$ cat src/rtl/fetch_ctrl.sv
// rtl/fetch_ctrl.sv - instruction-fetch sequencer with prefetch FIFO toward IF/ID
module fetch_ctrl #(
    parameter logic [31:0] RESET_PC = 32'h0000_0000,
    parameter int          ADDR_W   = 10,
    parameter int          DEPTH    = 2
) (
    input  logic              clk,
    input  logic              rst_n,
    output logic [ADDR_W-1:0] imem_addr,
    output logic              imem_req,
    input  logic [31:0]       imem_instr,
    input  logic              imem_valid,
    input  logic              redirect_valid,
    input  logic [31:0]       redirect_pc,
    output logic              out_valid,
    input  logic              out_ready,
    output logic [31:0]       out_instr,
    output logic [31:0]       out_pc
);
    localparam int PW = $clog2(DEPTH);
    localparam int CW = PW + 1;

    typedef enum logic [1:0] {IDLE, RUN, FULL} state_t;

    state_t        state;
    logic [31:0]   pc;
    logic [CW-1:0] count;
    logic [CW-1:0] count_nxt;
    logic [PW-1:0] rd_ptr;
    logic [PW-1:0] wr_ptr;
    logic [31:0]   fifo_pc    [DEPTH];
    logic [31:0]   fifo_instr [DEPTH];

    logic pop;
    logic push;
    logic space;

    // Outputs are forced low during reset so nothing leaks from uninitialised state.
    always_comb begin
        out_valid = rst_n && (count != '0);
        pop       = out_valid && out_ready;
        space     = (count < CW'(DEPTH)) || pop;
        imem_req  = rst_n && !redirect_valid && (state != IDLE) &&
                    ((state == FULL) ? pop : space);
        push      = imem_req && imem_valid;
        imem_addr = (rst_n && state != IDLE) ? pc[ADDR_W+1:2] : '0;
        out_pc    = out_valid ? fifo_pc[rd_ptr]    : '0;
        out_instr = out_valid ? fifo_instr[rd_ptr] : '0;
        count_nxt = count;
        case ({push, pop})
            2'b10:   count_nxt = count + CW'(1);
            2'b01:   count_nxt = count - CW'(1);
            default: count_nxt = count;
        endcase
    end

    always_ff @(posedge clk) begin
        if (!rst_n) begin
            state  <= IDLE;
            pc     <= RESET_PC;
            count  <= '0;
            rd_ptr <= '0;
            wr_ptr <= '0;
        end else if (redirect_valid) begin
            // Flush wins over any push/pop; a head popped this cycle is simply dropped.
            state  <= RUN;
            pc     <= {redirect_pc[31:2], 2'b00};
            count  <= '0;
            rd_ptr <= '0;
            wr_ptr <= '0;
        end else begin
            if (push) begin
                fifo_pc[wr_ptr]    <= pc;
                fifo_instr[wr_ptr] <= imem_instr;
                wr_ptr             <= wr_ptr + PW'(1);
                pc                 <= pc + 32'd4;
            end
            if (pop) begin
                rd_ptr <= rd_ptr + PW'(1);
            end
            count <= count_nxt;
            if (state == IDLE) begin
                state <= RUN;
            end else begin
                state <= (count_nxt == CW'(DEPTH)) ? FULL : RUN;
            end
        end
    end
endmodule

$ cat config.mk
export PLATFORM = sky130hd
export DESIGN_NAME = fetch_ctrl
export DESIGN_NICKNAME = d
export VERILOG_FILES = /design/src/rtl/fetch_ctrl.sv
export SDC_FILE = /design/constraint.sdc
export NUM_CORES = 1
export LEC_CHECK = 0
export ABC_AREA = 1
export CELL_PAD_IN_SITES_DETAIL_PLACEMENT = 1
export CELL_PAD_IN_SITES_GLOBAL_PLACEMENT = 2
export CORE_ASPECT_RATIO = 0.5
export CORE_MARGIN = 4
export CORE_UTILIZATION = 25
export CTS_CLUSTER_SIZE = 20
export DETAILED_ROUTE_END_ITERATION = 8
export PLACE_DENSITY = 0.69
export SETUP_SLACK_MARGIN = 0.3
export SLEW_MARGIN = 40
export SYNTH_ARGS = -nofsm -noshare
export SYNTH_HDL_FRONTEND = slang
export SYNTH_SLANG_ARGS = --single-unit
$ cat constraint.sdc
create_clock -name clk -period 6 [get_ports clk]
set_input_delay 1.2 -clock clk [delete_from_list [all_inputs] [get_ports clk]]
set_output_delay 1.2 -clock clk [all_outputs]
set_load 0.02 [all_outputs]
# After elaboration in Yosys (flattened, before gate mapping)
# Memories as Yosys holds them, arrays and structs flattened. A register that Yosys moved wholly into a read port is not among the register bits.
# Index checks and enable logic that the tools add are counted.
# W data, S select, Z words.
[totals]
latchBits = 0
rom_bits = 0
out_inout_bits = 76
word_cells = 53
register_bits = 38
ramBits = 128
n_memories = 2
[classes]
n_shift = 0
n_lt_le_gt_ge = 1
bitwise = 1
muxes = 18
div_mod_pow = 0
reduce_logical = 15
multipliers = 0
addsub = 5
n_eq_ne = 4
[mem_list]
columns = ["memory", "depth", "word_bits", "rd", "rd_ports_with_merged_regs", "wr", "line_no", "rtl"]
rows = [
  ["fifo_instr", 2, 32, 1, 1, 1, "32", "logic [31:0] fifo_instr [DEPTH];"],
  ["fifo_pc", 2, 32, 1, 1, 1, "31", "logic [31:0] fifo_pc [DEPTH];"],
]
[op_table]
columns = ["cell", "count"]
rows = [
  ["$mux W32", 4],
  ["$add A32 B3 Y32 const B", 1],
  ["$mux W1", 11],
  ["$mux W10", 1],
  ["$logic_and A1 B1 Y1", 7],
  ["$eq A2 B2 Y1 const B", 3],
  ["$reduce_bool A2 Y1", 3],
  ["$pmux W2 S2", 1],
  ["$reduce_or A3 Y1", 1],
  ["$add A1 B1 Y1 const B", 2],
  ["$add A2 B1 Y2 const B", 1],
  ["$eq A2 B1 Y1 const B", 1],
  ["$logic_not A2 Y1", 1],
  ["$lt A2 B2 Y1 const B", 1],
  ["$mux W2", 1],
  ["$reduce_or A2 Y1", 1],
  ["$sub A2 B1 Y2 const B", 1],
  ["$logic_not A1 Y1", 1],
  ["$logic_or A1 B1 Y1", 1],
  ["$not A1 Y1", 1],
]

# Logic depth before layout (Yosys ltp)
# Gate-level depths: netlist of run 1.
[logic_depth]
ltp_word = 13
ltp_mapped = 14
ltp_nobuf = 12

# Worst setup path after synthesis of run 1
# Ideal clock, no wire load.
[synth_path]
path_kind = "input -> register"
from = "in redirect_valid"
to = "mem fifo_instr[1][0], enable pin"
required_ps = 5518
path_stages = 8
n_path_buf = 3
setup_slack_ps = 902
arrival_time_ps = 4616
path_cell_list = "buf_2 > inv_6 > nand2_4 > nor2_4 > nand3_2 > buf_6 > buf_6 > nor2_1"
[synth_between]
elab_chain_len = 9
[synth_lines]
columns = ["item", "line_no", "rtl"]
rows = [
  ["start, declared", "13", "input logic redirect_valid,"],
  ["$logic_not A1 Y1", "43", "imem_req = rst_n && !redirect_valid && (state != IDLE) &&"],
  ["$logic_and A1 B1 Y1 (3 in series)", "43", ""],
  ["$logic_and A1 B1 Y1", "45", "push = imem_req && imem_valid;"],
  ["$mux W1", "72", "if (push) begin"],
  ["$mux W1 (*)", "64", "end else if (redirect_valid) begin"],
  ["$mux W1 (*)", "58", "if (!rst_n) begin"],
  ["$mux W1 (not written as such) (*)", "74", "fifo_instr[wr_ptr] <= imem_instr;"],
  ["end, declared", "32", ""],
]
# Mark *: on every way between the ends. The rest lies on a longest branch, timed or not.

# Worst setup path in the final report of run 1
[layout_path]
from = "in rst_n"
to = "out out_pc[15]"
[layout_between]
elab_chain_len = 2
[layout_lines]
columns = ["item", "line_no", "rtl"]
rows = [
  ["start, declared", "8", "input logic rst_n,"],
  ["$logic_and A1 B1 Y1", "40", "out_valid = rst_n && (count != '0);"],
  ["$mux W32", "47", "out_pc = out_valid ? fifo_pc[rd_ptr] : '0;"],
  ["end, declared", "18", "output logic [31:0] out_pc"],
]
# Every way passes these cells.

==> metrics.md, run 1 <==
| Metric | Value |
|---|---|
| Mapped cell area | `approximately 7600 sq um` |
| Largest cells by area after synthesis | `edfxtp_1 (49%), nand2_1 (11%), dfxtp_1 (9.7%)` |
| Multi-input combinational cell area | `approximately 2500 sq um` |
| Commonest cells after routing, fill and taps aside | `nand2_1 (214), clkdlybuf4s50_1 (140), edfxtp_1 (124), inv_1 (120), nor2_1 (63)` |
| Worst-path cell chain | `clkdlybuf4s50_1 -> nand2_1 -> inv_2 -> buf_12 -> nand2_1 -> inv_1 -> clkdlybuf4s50_1` |
| Sum Neg Setup Slack | `0 ns` |
| Peak Freq | `around 210 MHz` |
| DR iter-0 viols | `260` |
| Status | `finished clean` |
| Fin crit share | `78.9%` |
| Seq cells post-synth | `~160` |
| Layout area overhead | `30.8%` |
| Worst path slowest cell | `clkdlybuf4s50_1` |
| CP Max Fanout | `63` |
| Setup Fix Bufs, Post-CTS | `0` |
| Cts bufs inserted | `17` |
| Fraction of layout cells with a size suffix above 1 | `12.6%` |
| Mean Syn Cell Area | `a little under 10 sq um` |
| Cts hold-fix bufs | `0` |
| Clock Path Buffers | `2` |
| Worst hold path class | `flop to flop` |
| Biggest area consumer among synthesized cells | `edfxtp_1` |
| Final setup fails | `0` |
| Routed WL | `21100 um` |
| Max rail drop VDD | `0.000158 V` |
| Crit path DAT | `~3.5 ns` |
| Clock Skew | `about 0.011 ns` |
| Cts repair resizes | `0` |
| Row count | `44` |
| Worst EP required | `approximately 4.8 ns` |
| Chip height | `roughly 130 um` |
| P_leak | `just under 4 nW` |
| Commonest non-fill, non-tap cell in the layout | `nand2_1` |
| Dpl cells | `1291` |
| Post-DP HPWL | `around 15000 um` |
| Yosys Warn Count | `0` |
| FILL cells | `3322` |
| All-layer global routing usage | `between 10% and 20%` |
| Largest net degree at the start of global routing | `64` |
| Crit-path max cell delay | `roughly 0.94 ns` |
| Worst setup SP type | `primary input` |
| Congestion Overflow GR | `0` |
| Final Wtd Congestion | `0.774` |
| Max Cap Viol | `0` |
| CP top delay family | `buffers and inverters` |
| Slew @ Worst Pin | `around 0.73 ns` |
| Die width | `around 250 um` |
| Post-synth ARST share | `0%` |
| Worst-path clk slew | `roughly 0.070 ns` |
| Final cell count without fillers | `1322` |
| Drt drc | `0` |
| Buffer and inverter count on the worst path | `5` |
| Post-synth EDFFs | `124` |
| Rel. slew slack | `51.1%` |
| Root Driver | `clkbuf_16` |
| Initial antenna violation count | `0` |
| TritonCTS clock tree | `yes` |
| Starting Density | `about 26%` |
| Sequential cell area fraction in the yosys report | `58.6%` |
| Vias in the first global route | `approximately 6000` |
| Port Buffer Count | `140` |
| Ys flop type | `edfxtp_1` |
| Number of diodes | `0` |
| Share of the synthesized area in the top cell type | `~50%` |
| Max-slew violations | `0` |
| Clk Latency, worst-skew pair | `0.43 ns` |
| Ports | `about 150` |
| Synthesized instance count | `slightly below 800` |
| CTS HTree Levels | `4` |
| Netlist cell types | `32` |
| Wire per inst | `16.0 um` |
| Fin crit period | `about 4.7 ns` |
| DRT antenna net count | `0` |
| Final #Nets | `990` |
| Final hold violation count | `0` |
| Die Area | `roughly 33000 sq um` |
| Clk sink count | `about 160` |
| Routed via count | `~5700` |
| RSZ-0062 raised after global routing | `false` |
| First-pass GRT wire length | `~33000 um` |
| PwrDens | `~240 nW/um^2` |
| Crit. End Element | `output pin` |
| Storage element area | `roughly 4500 sq um` |
| DRT Pass-1 Iters | `4` |
| DR vias/cell | `4.28` |
| Core Box Area | `just under 30000 sq um` |
| CP Class | `primary input to output pin` |
==> logic make-up after synthesis <==
| family | share of synthesized area (%) |
|---|---|
| AO/OA/AOI/OAI | 2.76 |
| XOR/XNOR | 1.04 |
| adder cells (fa/ha/maj) | 0.329 |
| buffers and inverters | 8.22 |
| flip-flops | 58.6 |
| multiplexers | 9.17 |
| other | 0.0493 |
| AND/OR/NAND/NOR | 19.8 |
==> tightest hold or removal path: cells and delay by family (launching register included) <==
kind             cells  cell delay [ns]
AO/OA/AOI/OAI        1             0.06
AND/OR/NAND/NOR      1             0.08
flip-flops           1             0.32
==> cell usage after synthesis, drive strengths merged (6+ instances only) <==
master and number:
mux2 62, xor2 8, dfxtp 37, nand2 216, inv 124, a21oi 27
nor2 70, clkbuf 9, buf 21, edfxtp 124, nand3 64, o21bai 6
==> cell type report <==
cell class | instances | area share [%]
clock inverter | 11 | 0.905
clock buffer | 20 | 4.39
multi-input combinational | 469 | 25.5
inverter | 124 | 4.72
tap | 391 | 4.91
timing repair buffer | 146 | 14.7
sequential | 161 | 44.8
==> final timing paths <==
kind	from	to	slack [ns]	depth (start not counted)
worst max register to register	count[0]$_SDFF_PP0_	state[0]$_SDFF_PN0_	3.44	12
worst min-delay path	rd_ptr$_SDFFE_PP0P_	rd_ptr$_SDFFE_PP0P_	0.51	2
worst min register to register	rd_ptr$_SDFFE_PP0P_	rd_ptr$_SDFFE_PP0P_	0.51	2
worst max-delay path	rst_n	out_pc[15]	1.27	7
==> power by group <==
group / switching [W] / leakage [nW] / internal [W]
sequential: 0.0000296 / 1.43 / 0.00122
combinational: 0.0000733 / 2.26 / 0.0000729
clock: 0.000435 / 0.257 / 0.000564
==> flip-flops by register name, indices dropped and copies added (netlist names), named ones only <==
signal,flops
wr_ptr,1
pc,30
count,2
state,2
fifo_instr,64
fifo_pc,60
rd_ptr,1
==> metal layers <==
metal  routed length [um]  global-route usage, %  vias to the layer above
met5                    0                      0                        -
met4                  210                   3.51                        0
met3                  559                   2.82                       16
met2                10700                   22.9                       60
met1                 9620                   15.8                     2792
li1                     -                      -                     2786
==> metrics by stage <==
stage	worst slack [ns]	util [%]	total power [W]	hold slack, ns	instance area [sq um]
6_report	1.27	33.7	0.00240	0.505	9960
5_1_grt	1.13	33.7	0.00250	0.533	9960
4_1_cts	1.20	33.7	0.00244	0.495	9960
3_5_place_dp	1.20	32.0	0.00142	0.481	9430
3_3_place_gp	1.22	31.9	0.00142	0.467	9420
2_1_floorplan	0.902	-	0.00134	0.460	7620
No activity file was read; power rests on OpenSTA's default activity.
==> run 2: changes to the inputs <==
Clock period 6 ns to 4.7 ns, I/O delays scaled along.
==> run 2 against run 1 <==
Cell count up 0.38%. Power up 29%. Largest power group unchanged. Setup slack worse by 0.32 ns. Via count rose by 0.27%. Largest cell class unchanged.
==> metrics.md, run 2 (synthesis results as in run 1) <==
| Metric | Value |
|---|---|
| Routed WL | `21200 um` |
| Max rail drop VDD | `0.000211 V` |
| P_leak | `roughly 4.0 nW` |
| Root Driver | `clkbuf_16` |
| Final Instance Area | `9990 sq um` |
| Rel. slew slack | `~55%` |
| Crit path DAT | `2.81 ns` |
| Final Wtd Congestion | `roughly 0.77` |
| Row count | `between 40 and 50` |
| Die width | `255 um` |
| Worst hold path class | `flop to flop` |
| Largest net degree at the start of global routing | `48` |
| DRT Pass-1 Iters | `4` |
| Commonest cells after routing, fill and taps aside | `nand2_1 (214), clkdlybuf4s50_1 (140), edfxtp_1 (124), inv_1 (120), nor2_1 (63)` |
| Setup WS pre-CTS | `between 0.7 and 0.8 ns` |
| Routed via count | `approximately 5700` |
| Ports | `about 150` |
| Peak Freq | `between 200 and 300 MHz` |
| Final setup margin | `approximately 0.95 ns` |
| Drt drc | `0` |
| Min-delay src | `rd_ptr$_SDFFE_PP0P_` |
| PwrDens | `roughly 310 nW/um^2` |
| Comb pwr share | `just over 6%` |
| Wire per inst | `approximately 16 um` |
| Fin crit period | `~3.8 ns` |
| CP Class | `primary input to output pin` |
| WHS Path Cells | `2` |
| Flop pwr share | `slightly above 50%` |
| CP Max Fanout | `36` |
| Layout area overhead | `31.3%` |
| Fraction of layout cells with a size suffix above 1 | `13.0%` |
| Fin crit share | `about 80%` |
| Worst-path clk slew | `~0.06 ns` |
| Max Cap Viol | `0` |
| Chip height | `~130 um` |
| Core Box Area | `around 30000 sq um` |
| Final #Nets | `just under 1000` |
| Max-slew violations | `0` |
| Die Area | `approximately 33000 sq um` |
| Clock Skew | `0.0122 ns` |
| Total Power | `between 0.003 and 0.004 W` |
| Cts repair resizes | `0` |
| Final setup fails | `0` |
| Post-DP HPWL | `around 15000 um` |
| Hold worst-path end | `rd_ptr$_SDFFE_PP0P_` |
| Switching share of power | `22.9%` |
| Commonest non-fill, non-tap cell in the layout | `nand2_1` |
| Clk Latency, worst-skew pair | `0.44 ns` |
| Sum Neg Setup Slack | `0 ns` |
| Worst hold slack | `0.495 ns` |
| Clk sink count | `between 150 and 200` |
| Reg with most FFs | `fifo_instr` |
| Worst setup SP type | `primary input` |
| Slew @ Worst Pin | `around 0.67 ns` |
| Clock Path Buffers | `2` |
| Number of diodes | `0` |
| Biggest regs | `fifo_instr (64), fifo_pc (60), pc (30)` |
| Crit. End Element | `output pin` |
| Port Buffer Count | `140` |
| Worst r2r src | `count[0]$_SDFF_PP0_` |
| Clock power share | `42.2%` |
| DR iter-0 viols | `around 240` |
| CTS HTree Levels | `4` |
| Max FFs per register | `64` |
| Reg-to-reg setup timing slack | `approximately 2.1 ns` |
| Setup Fix Bufs, Post-CTS | `0` |
| All-layer global routing usage | `about an eighth` |
| TritonCTS clock tree | `yes` |
| Starting Density | `25.8%` |
| DR vias/cell | `4.27` |
| Placed instance area | `between 9000 and 10000 sq um` |
| RSZ-0062 raised after global routing | `false` |
| First-pass GRT wire length | `between 30000 and 40000 um` |
| DRT antenna net count | `0` |
| Worst EP required | `roughly 3.8 ns` |
| Cts hold-fix bufs | `0` |
| Sw Pwr | `a little over 0.0007 W` |
| Final hold violation count | `0` |
| Vias in the first global route | `around 6100` |
| Initial antenna violation count | `0` |
| Cell-internal power | `approximately 0.0024 W` |
| Congestion Overflow GR | `0` |
| Cts bufs inserted | `17` |
| Worst reg2reg endpoint | `state[0]$_SDFF_PN0_` |
| Reg2Reg Depth | `12` |
| Status | `finished clean` |
-- run 2: cell count changes in the layout (fill, tap and decap cells not counted), sizes merged --
cell,previous run,this run
inv,126,127
buf,6,10
clkinv,7,8
clkbuf,20,18
clkinvlp,1,2
-- run 2: cell type report --
class	count	area, sq um
Multi-Input combinational cell	469	2530
Clock inverter	14	115
Clock buffer	18	429
Timing Repair Buffer	150	1490
Tap cell	391	489
Sequential cell	161	4470
Inverter	124	470
Fill cell	3321	19500
-- run 2: worst max path at each step --
stage | startpoint | end | cells after the start
after CTS | rst_n | out_pc[12] | 7
after global placement | redirect_valid | fifo_instr[1][10]$_DFFE_PP_ | 7
final | rst_n | out_pc[12] | 7
after floorplan | redirect_valid | fifo_instr[1][0]$_DFFE_PP_ | 8
after detailed placement | redirect_valid | fifo_instr[1][24]$_DFFE_PP_ | 7
after global routing | rst_n | out_pc[9] | 7
-- run 2: routing by layer --
layer	up-vias	global-route usage [%]	share of wire, %
met5	-	0	0
met4	0	3.66	0.87
met3	12	2.74	1.9
met2	43	23.5	52
met1	2808	16.1	45
li1	2806	-	-
-- run 2: power by group through the flow --
stage | clock network [W] | logic (W) | registers, W
finish | 0.00130 | 0.000187 | 0.00160
global route | 0.00140 | 0.000208 | 0.00160
CTS | 0.00135 | 0.000191 | 0.00160
detailed placement | 0 | 0.000190 | 0.00163
global placement | 0 | 0.000186 | 0.00163
floorplan | 0 | 0.0000945 | 0.00161
-- run 2: critical path, stage by stage --
cell             delay (ns)
clkdlybuf4s50_1        0.48
nand2_1                0.07
inv_2                  0.10
buf_4                  0.37
nand2_1                0.12
inv_1                  0.07
clkdlybuf4s50_1        0.64
-- run 2: per-stage QoR --
step                      util [%]  instances
after floorplan                  -        784
after global placement        32.0       1295
after detailed placement      32.0       1295
after CTS                     33.9       1327
after global routing          33.9       1327
final                         33.9       1327
